--- config.mk ---
export PLATFORM = sky130hd
export DESIGN_NAME = dice_roller
export DESIGN_NICKNAME = d
export VERILOG_FILES = /design/src/rtl/dice_roller.sv
export SDC_FILE = /design/constraint.sdc
export NUM_CORES = 1
export LEC_CHECK = 0
export ABC_AREA = 1
export BUFFER_PORTS_ARGS = -buffer_cell sky130_fd_sc_hd__buf_4
export CORE_MARGIN = 5
export CORE_UTILIZATION = 45
export CTS_CLUSTER_SIZE = 24
export DETAILED_ROUTE_END_ITERATION = 10
export HOLD_SLACK_MARGIN = 0.15
export PLACE_DENSITY = 0.78
export SLEW_MARGIN = 20
export SYNTH_ARGS = -nofsm -noshare
export SYNTH_HDL_FRONTEND = slang
export SYNTH_SLANG_ARGS = --single-unit
--- constraint.sdc ---
create_clock -name clock -period 1.9 [get_ports clock]
set_input_delay 0.19 -clock clock [delete_from_list [all_inputs] [get_ports clock]]
set_output_delay 0.19 -clock clock [all_outputs]
set_load 0.02 [all_outputs]
--- src/rtl/dice_roller.sv ---
// Two-dice roller: draws faces 1..6 from an external LFSR by rejection sampling.
// Optional macro DICE_TIMEOUT_EN bounds rejection to MAX_TRIES per die.
module dice_roller #(
  parameter int unsigned MAX_TRIES = 8
) (
  input  logic       clock,
  input  logic       reset,
  input  logic [7:0] rnd,
  output logic       lfsr_en,
  input  logic       roll_req,
  output logic       busy,
  output logic       result_valid,
  input  logic       result_ack,
  output logic [2:0] die1,
  output logic [2:0] die2,
  output logic [3:0] sum,
  output logic       is_natural,
  output logic       is_craps
);

  typedef enum logic [1:0] {IDLE, DRAW1, DRAW2, DONE} state_t;

  state_t     state;
  logic [2:0] f1, f2;
  logic [2:0] face1, face2;
  logic       acc1, acc2;
  logic       forced;
  logic [3:0] sum_n;
  logic       unused_rnd;

  assign f1         = rnd[2:0];
  assign f2         = rnd[6:4];
  assign unused_rnd = ^{rnd[7], rnd[3]};
  assign lfsr_en    = (state != DONE);

  if (MAX_TRIES < 1) begin : g_bad_tries
    $error("MAX_TRIES must be at least 1");
  end

`ifdef DICE_TIMEOUT_EN
  localparam int unsigned CW = $clog2(MAX_TRIES + 1);
  logic [CW-1:0] tries;
  logic          drawing;
  logic          accepting;

  assign forced    = (tries == CW'(MAX_TRIES));
  assign drawing   = (state == DRAW1) || (state == DRAW2);
  assign accepting = (state == DRAW1) ? acc1 : acc2;

  // Counts consecutive rejects of the die currently being drawn; any accept
  // or leaving the draw states clears it, so each die starts from zero.
  always_ff @(posedge clock or posedge reset) begin
    if (reset)                      tries <= '0;
    else if (drawing && !accepting) tries <= tries + 1'b1;
    else                            tries <= '0;
  end
`else
  assign forced = 1'b0;
`endif

  always_comb begin
    acc1  = (f1 <= 3'd5) || forced;
    acc2  = (f2 <= 3'd5) || forced;
    face1 = (f1 <= 3'd5) ? f1 + 3'd1 : f1 - 3'd5;
    face2 = (f2 <= 3'd5) ? f2 + 3'd1 : f2 - 3'd5;
    sum_n = {1'b0, die1} + {1'b0, face2};
  end

  always_ff @(posedge clock or posedge reset) begin
    if (reset) begin
      state        <= IDLE;
      busy         <= 1'b0;
      result_valid <= 1'b0;
      die1         <= '0;
      die2         <= '0;
      sum          <= '0;
      is_natural   <= 1'b0;
      is_craps     <= 1'b0;
    end else begin
      unique case (state)
        IDLE: begin
          if (roll_req) begin
            state <= DRAW1;
            busy  <= 1'b1;
          end
        end
        DRAW1: begin
          if (acc1) begin
            die1  <= face1;
            state <= DRAW2;
          end
        end
        DRAW2: begin
          if (acc2) begin
            die2         <= face2;
            sum          <= sum_n;
            is_natural   <= (sum_n == 4'd7) || (sum_n == 4'd11);
            is_craps     <= (sum_n == 4'd2) || (sum_n == 4'd3) || (sum_n == 4'd12);
            state        <= DONE;
            busy         <= 1'b0;
            result_valid <= 1'b1;
          end
        end
        DONE: begin
          if (result_ack) begin
            state        <= IDLE;
            result_valid <= 1'b0;
          end
        end
        default: begin
          state        <= IDLE;
          busy         <= 1'b0;
          result_valid <= 1'b0;
        end
      endcase
    end
  end

endmodule

==> flow_summary.ini, run 1 <==
[run_status]
run_status = completed

[timing]
worst_pin_slew_ps = 616
min_period_ps = 1570
hold_violations = 0
maxSlewHeadroom_pct = 58.9
max_freq_mhz = 636
holdWs_ps = 241
report.final.slew_viol_count = 0
grt_setup_unrepaired = no
finalCritPeriodShare_pct = 82.7
final.setup_skew_ps = 4.63
final.setup.tns_ps = 0
setup_viol = 0
setup_slack_ps = 329

[logic_synthesis]
synth_top_area_cell = dfrtp_1
synth_seq_cells = 16
syn_inst = 126
avgSynthCellArea_sq_um = 8.17
ys_top_cells_by_area = dfrtp_1, nand2_1, ha_1
yosys_warnings = 0
async_flop_share_pct = 100
seq_area_frac_synth_pct = 38.9
synth_top_area_share_pct = 38.9
syn_area_sq_um = 1030
synth_nets = 151
synth_enable_flop_cells = 0
yosysUniqueCellTypes = 23
synth-main-ff-cell = dfrtp_1

[worst_hold_path]
min_path_cells = 3
hold_class = in2reg
hold_path_end = die1[2]
min-delay-start = rnd[2]

[global_routing]
grt_pass1_vias = 854
grt_max_degree = 20
grt-ovfl-total = 0
grt_use_total_pct = 13.4
grt_pass1_wl_mm = 3.54
grt_antenna_before_repair = 0

[placed_design]
place_congestion = 0.821
preCtsSetupSlack_ps = 28.4
portBuffers = 24
place_hpwl_mm = 1.60

[power_and_ir_drop]
p_leak_nw = 0.723
p_per_area_nw_per_um2 = 1610
peakVddDrop_uv = 814
total_power_mw = 2.06

[setup_path]
crit_type = reg2reg
worstPathCellList = ha_1, inv_1, fa_1, inv_1, nand2_1, nand2_1, nand3_1, nand2_1, nand2_1, nand2_1
end_kind = flop
rr_endpoint = is_craps
critPathRequiredTime_ps = 2130
r2r_slack_ps = 330
worstReg2RegStart = die1[0]
critPathMaxFanout = 3
slowest_stage = dfrtp_1
crit_path_max_incr_delay_ps = 400
cp_data_arrival_time_ps = 1800
worst_r2r_path_depth = 10
start_kind = flop
crit_top_cell = nand2_1

[floorplanning]
start_util_pct = 47.0
fp-row-count = 17
die_area_sq_um = 3340
die_w_um = 57.8
ios = 27
fp.dieH_um = 57.8
core-area_sq_um = 2190

[cells_and_area]
syn_to_final_growth_pct = 24.5
most-common-layout-cells = nand2_1, buf_4, inv_1, dfrtp_1, ha_1
nets = 182
final_layout_size_suffix_gt1_share_pct = 23.9
num_antenna_cells = 0
final_common_cell = nand2_1

[detailed_routing]
ant_nets = 0
wl_per_cell_um = 10.9
dr_total_vias = 868
first_pass_iters = 4
viasPerCell = 4.74
drc = 0
drt-total-wl_mm = 2.00
drt_first_iter_violations = 13
wl_met3_um = 117
met1_length_um = 879
wl_met2_um = 978
top_layer_used = met4

[clock_network]
clkTransAtPathRegs_ps = 100
root_buffer = clkbuf_4
postCtsSetupBuffers = 0
clk_latency_ps = 280
cts_tree = yes
ctsHtreeMaxLevel = 1
cts_resized = 0
clk_path_buf_depth = 2
cts_buffers = 3
clock-sinks = 16

[flow_run]
drv_cap = 0
-- registers in the layout (all words and copies together) (netlist names) --
signal        flops
die2              3
is_natural        1
die1              3
sum               4
is_craps          1
result_valid      1
state             2
busy              1
-- repair_timing --
item / in CTS / in global routing
endpoints found under the setup margin: 0 / 0
hold buffers: 3 / 0
endpoints found under the hold margin: 18 / 0
-- worst max path at each step --
stage / to / start
floorplan: is_craps / rnd[4]
global placement: is_natural / rnd[4]
detailed placement: is_natural / rnd[4]
CTS: is_craps / die1[0]
global route: is_craps / rnd[4]
finish: is_craps / die1[0]
-- power breakdown --
part           leakage, nW  internal [mW]  total, mW  switching [mW]
Sequential           0.199          0.507      0.619           0.112
Combinational        0.510          0.507       1.26           0.753
Clock               0.0138         0.0736      0.181           0.107
-- logic make-up after synthesis --
group                    Yosys count  synth area share, %
buffers and inverters             21                 8.75
flip-flops                        16                 38.9
XOR/XNOR                           3                 2.55
AO/OA/AOI/OAI                     16                 9.11
AND/OR/NAND/NOR                   57                 24.2
adder cells (fa/ha/maj)           13                 16.5
-- synth_stat cells (2+ instances only) --
| cell type | instances |
|---|---|
| a21oi_1 | 2 |
| dfrtp_1 | 16 |
| ha_1 | 12 |
| inv_1 | 19 |
| nand2_1 | 41 |
| nand2_2 | 3 |
| nand3_1 | 4 |
| nor2_1 | 3 |
| o21ai_0 | 4 |
| o21ai_1 | 6 |
| o21ai_2 | 3 |
| xnor2_1 | 2 |
-- per-stage QoR --
stage	area, sq um	instances	util, %
finish	1280	183	58.5
global route	1280	183	58.5
CTS	1280	183	58.5
detailed placement	1230	177	56.1
global placement	1230	177	56.1
floorplan	1030	126	-
-- routing by layer --
layer	vias up	track usage (%)
met5	-	0
met4	0	4.97
met3	4	3.56
met2	17	23.4
met1	398	15.5
li1	449	-
-- final cells by class --
class / count / area [sq um]
multi-input combinational: 89 / 539
sequential: 16 / 400
timing repair buffer: 27 / 210
tap: 28 / 35.0
clock buffer: 3 / 22.5
fill: 202 / 908
inverter: 20 / 75.1
-- worst max-delay path: cells and delay by family (launching register included) --
family | cells | cell delay (ps)
simple gates | 6 | 410
fa+ha+maj | 2 | 580
buf+inv | 2 | 140
flops | 1 | 400
Note: power is estimated with default switching activity, not from simulation.
==> inputs of run 2 (changes only) <==
==> constraint.sdc (replaced) <==
create_clock -name clock -period 1.5 [get_ports clock]
set_input_delay 0.15 -clock clock [delete_from_list [all_inputs] [get_ports clock]]
set_output_delay 0.15 -clock clock [all_outputs]
set_load 0.02 [all_outputs]
==> flow_summary.ini, run 2 (synthesized netlist as in run 1, its figures left out) <==
[run_status]
run_status = complete, but fails checks
violations = setup timing

[setup_path]
worstPathCellList = ha_4, inv_2, fa_2, nand3_1, nand2_1, nand2_1, nand2_1
r2r_slack_ps = -5
endpoint = is_craps
critPathRequiredTime_ps = 1690
cp-startpoint = die1[0]
worstSetupPathDepth = 7
start_kind = flop
worst_r2r_path_depth = 7
crit_family = adder cells
cp_data_arrival_time_ps = 1700
critPathMaxFanout = 4
crit_top_cell = nand2_1
rr_endpoint = is_craps
crit_type = reg2reg
end_kind = flop
worstReg2RegStart = die1[0]
slowest_stage = fa_2
crit_path_max_incr_delay_ps = 470
crit_buf_inv = 1

[floorplanning]
die_area_sq_um = 3340
start_util_pct = 47.0
ios = 27
core-area_sq_um = 2190
die_w_um = 57.8
fp-row-count = 17
fp.dieH_um = 57.8

[timing]
max_freq_mhz = 665
worst_pin_slew_ps = 589
maxSlewHeadroom_pct = 60.7
finalCritPeriodShare_pct = 100
report.final.slew_viol_count = 0
final.setup_skew_ps = 4.54
hold_violations = 0
setup_slack_ps = -4.81
setup_viol = 1
grt_setup_unrepaired = yes
min_period_ps = 1500

[cells_and_area]
syn_to_final_growth_pct = 39.4
reg.largest.list = sum (4), die1 (3), die2 (3)
final_common_cell = nand2_1
final_layout_size_suffix_gt1_share_pct = 35.5
regMostFlops = sum
seqCellArea_sq_um = 402
most-common-layout-cells = nand2_1, buf_4, inv_1, dfrtp_1, ha_1
nets = 192
fillerInstances = 191
multi_input_area_sq_um = 602
fin_util_pct = 65.5
num_antenna_cells = 0
stdcell_area_sq_um = 1440
largest_reg_flops = 4

[detailed_routing]
ant_nets = 0
viasPerCell = 4.80
drt_first_iter_violations = 18
wl_per_cell_um = 11.8
dr_total_vias = 931
drt-total-wl_mm = 2.29
first_pass_iters = 4
drc = 0

[power_and_ir_drop]
switching_power_mw = 1.32
swShare_pct = 45.8
power.share.sequential_pct = 26.9
power.internal_mw = 1.57
p_leak_nw = 0.782
total_power_mw = 2.89
pwr-share-comb_pct = 62.9
clkPwrFrac_pct = 10.2
p_per_area_nw_per_um2 = 2020
peakVddDrop_uv = 1130

[global_routing]
grt-ovfl-total = 0
grt_use_total_pct = 13.8
grt_antenna_before_repair = 0
grt_max_degree = 20
grt_pass1_wl_mm = 3.58
grt_pass1_vias = 853

[flow_run]
drv_cap = 0

[placed_design]
place_congestion = 0.830
place_hpwl_mm = 1.64
dpl-instance-area_sq_um = 1330
portBuffers = 24
preCtsSetupSlack_ps = -287

[clock_network]
cts_buffers = 3
clk_path_buf_depth = 2
cts_tree = yes
clkTransAtPathRegs_ps = 100
clk_latency_ps = 290
clock-sinks = 16
ctsHtreeMaxLevel = 1
root_buffer = clkbuf_4

[worst_hold_path]
hold_class = in2reg
min_path_cells = 3
## run 2: worst reg2reg max path, stage by stage, from the launching register on
cell and delay (ps):
dfrtp_2 440, ha_4 160, inv_2 60, fa_2 470
nand3_1 100, nand2_1 60, nand2_1 70, nand2_1 50
## run 2: metal layers
metal	global-route usage, %	vias up	routed length [um]
met1	14.2	431	908
li1	-	476	-
met3	3.56	6	112
met4	7.95	0	74
met2	25.2	18	1190
met5	0	-	0
## run 2: final cells by class
class                   count  area share (%)
flip-flops and latches     16            28.0
repair buffers             37            19.9
well taps                  28            2.44
clock buffers               4            2.53
inverters                  20            5.23
multi-input cells          89            41.9
## run 2: how the worst min path moves through the flow
stage	startpoint	endpoint	slack, ps
2_1_floorplan	reset	busy	60
3_3_place_gp	reset	die2[0]	270
3_5_place_dp	reset	die2[0]	260
4_1_cts	rnd[2]	die1[2]	160
5_1_grt	rnd[2]	die1[2]	180
6_report	rnd[2]	die1[2]	170
## run 2: through the flow
step / hold WS (ps) / setup TNS, ps / std cells
3_3_place_gp: 268 / -821 / 187
4_1_cts: 165 / -18.8 / 194
5_1_grt: 183 / -136 / 194
3_5_place_dp: 263 / -1010 / 187
6_report: 168 / -4.81 / 194
2_1_floorplan: 63.7 / -50.8 / 126
## run 2: power groups by stage
stage	clock (mW)	sequential, mW	combinational, mW
detailed placement	0	0.781	1.74
floorplan	0	0.990	0.926
global placement	0	0.769	1.69
CTS	0.303	0.781	1.77
finish	0.295	0.777	1.82
global route	0.326	0.803	2.00
## run 2: what timing repair did
action                                 CTS  global route
endpoints found under the hold margin   18             0
cloned                                   0             0
gates resized for setup                  4             6
setup endpoints to repair                3             4
pin swaps                                2             2
setup buffers                            0             0
hold buffers                             3             0
==> inputs of run 3 (changes only) <==
--- a/config.mk
+++ b/config.mk
@@ -7,12 +7,14 @@
 export LEC_CHECK = 0
 export ABC_AREA = 1
 export BUFFER_PORTS_ARGS = -buffer_cell sky130_fd_sc_hd__buf_4
+export CELL_PAD_IN_SITES_DETAIL_PLACEMENT = 1
+export CELL_PAD_IN_SITES_GLOBAL_PLACEMENT = 1
 export CORE_MARGIN = 5
-export CORE_UTILIZATION = 45
+export CORE_UTILIZATION = 37
 export CTS_CLUSTER_SIZE = 24
 export DETAILED_ROUTE_END_ITERATION = 10
 export HOLD_SLACK_MARGIN = 0.15
-export PLACE_DENSITY = 0.78
+export PLACE_DENSITY = 0.85
 export SLEW_MARGIN = 20
 export SYNTH_ARGS = -nofsm -noshare
 export SYNTH_HDL_FRONTEND = slang
==> flow_summary.ini, run 3 (synthesized netlist as in run 1, its figures left out) <==
[flow_run]
drv_cap = 0

[run_status]
run_status = complete, but fails checks
violations = setup timing

[timing]
finalCritPeriodShare_pct = 103
report.final.slew_viol_count = 0
grt_setup_unrepaired = yes
maxSlewHeadroom_pct = 56.1
holdWs_ps = 186
final.setup.tns_ps = -60.2
final.setup_skew_ps = 12.6
hold_violations = 0
max_freq_mhz = 650
setup_slack_ps = -37.9
min_period_ps = 1540
setup_viol = 2
worst_pin_slew_ps = 657

[global_routing]
grt_use_met1_pct = 15.4
grt_use_total_pct = 15.4
grt.busiest_layer = met2
grt_pass1_wl_mm = 4.93
grt_pass1_vias = 1143
grt_antenna_before_repair = 0
grt_use_met2_pct = 30.1
grt_max_degree = 17
use_met3_pct = 3.42
grt-ovfl-total = 0

[cells_and_area]
largest_reg_flops = 4
regMostFlops = sum
reg.largest.list = sum (4), die1 (3), die2 (3)
nets = 197
fillerInstances = 336
final_common_cell = buf_4
most-common-layout-cells = buf_4, nand2_1, inv_1, dfrtp_1, ha_1
num_antenna_cells = 0
final_layout_size_suffix_gt1_share_pct = 42.7
syn_to_final_growth_pct = 46.8

[floorplanning]
start_util_pct = 38.0
fp-row-count = 19
die_area_sq_um = 3940
core-area_sq_um = 2710
ios = 27
fp.dieH_um = 62.8
die_w_um = 62.8

[placed_design]
place_hpwl_mm = 2.21
place_congestion = 0.845
portBuffers = 24

[setup_path]
worstReg2RegStart = die1[0]
worst_r2r_path_depth = 8
r2r_slack_ps = -40
cp_data_arrival_time_ps = 1720
slowest_stage = fa_2
rr_endpoint = is_craps
crit_buf_inv = 2
critPathRequiredTime_ps = 1680
crit_family = adder cells
crit_type = reg2reg
end_kind = flop
crit_path_max_incr_delay_ps = 610
worstPathCellList = ha_4, inv_2, fa_2, inv_2, nand2_2, nand2_2, nand2_1, nand2_1
critPathMaxFanout = 4
start_kind = flop

[clock_network]
cts_tree = yes
postCtsSetupBuffers = 0
clk_latency_ps = 290
clk_path_buf_depth = 2
root_buffer = clkbuf_4
clock-sinks = 16
cts_buffers = 3
clkTransAtPathRegs_ps = 100
ctsHtreeMaxLevel = 1

[detailed_routing]
first_pass_iters = 4
wl_per_cell_um = 14.8
drc = 0
drt_first_iter_violations = 17
dr_total_vias = 965
drt-total-wl_mm = 2.98
ant_nets = 0
viasPerCell = 4.78

[power_and_ir_drop]
p_per_area_nw_per_um2 = 2100
p_leak_nw = 0.807
peakVddDrop_uv = 1080

[worst_hold_path]
min_path_cells = 3
min-delay-start = rnd[2]
hold_class = in2reg
hold_path_end = die1[2]
## run 3: changes by cell type in the layout (fill, tap and decap cells not counted), sizes merged
cell / change
buf: +5
## run 3: routing by layer
metal | share of wire [%] | up-vias
met5 | 0 | -
met4 | 0.84 | 0
met3 | 3.8 | 2
met2 | 58 | 17
met1 | 38 | 464
li1 | - | 482
## run 3: worst reg2reg max path, delay by kind of cell, from the launching register on
kind	cells	cell delay, ps
adder cells (fa/ha/maj)	2	750
buffers and inverters	2	90
flip-flops	1	400
AND/OR/NAND/NOR	4	200
## run 3: final cells by class
class	instances	area, sq um	share of cell area (%)
repair buffers	42	323	21.4
multi-input cells	89	637	42.1
flip-flops and latches	16	402	26.6
clock buffers	4	36.3	2.40
inverters	20	75.1	4.97
well taps	31	38.8	2.57
## run 3: worst max-delay path by stage
stage / startpoint / endpoint / slack (ps) / cells after the start
2_1_floorplan: die1[0] / is_craps / -50 / 8
3_3_place_gp: rnd[5] / is_craps / -240 / 10
3_5_place_dp: rnd[4] / is_natural / -290 / 12
4_1_cts: die1[0] / is_craps / -20 / 8
5_1_grt: die1[0] / is_craps / -110 / 8
6_report: die1[0] / is_craps / -40 / 8
## run 3: metrics by stage
stage | std cells | util, % | setup slack [ps] | instance area, sq um | power (mW)
CTS | 202 | 53.6 | -23.9 | 1450 | 3.06
detailed placement | 195 | 50.5 | -292 | 1370 | 2.69
floorplan | 126 | - | -46.2 | 1050 | 1.92
global route | 202 | 55.8 | -112 | 1510 | 3.47
global placement | 195 | 50.5 | -242 | 1370 | 2.56
finish | 202 | 55.8 | -37.9 | 1510 | 3.17
## run 3: timing repair
action / 4_1_cts / 5_1_grt
endpoints found under the setup margin: 2 / 6
hold buffers: 3 / 0
hold endpoints to repair: 18 / 0
cloned: 0 / 0
resized for setup: 6 / 14
pin swaps: 2 / 6
## run 3: report_power, final
part | total [mW] | internal [mW] | switching, mW
Combinational | 2.07 | 0.894 | 1.18
Sequential | 0.792 | 0.645 | 0.147
Clock | 0.305 | 0.148 | 0.158
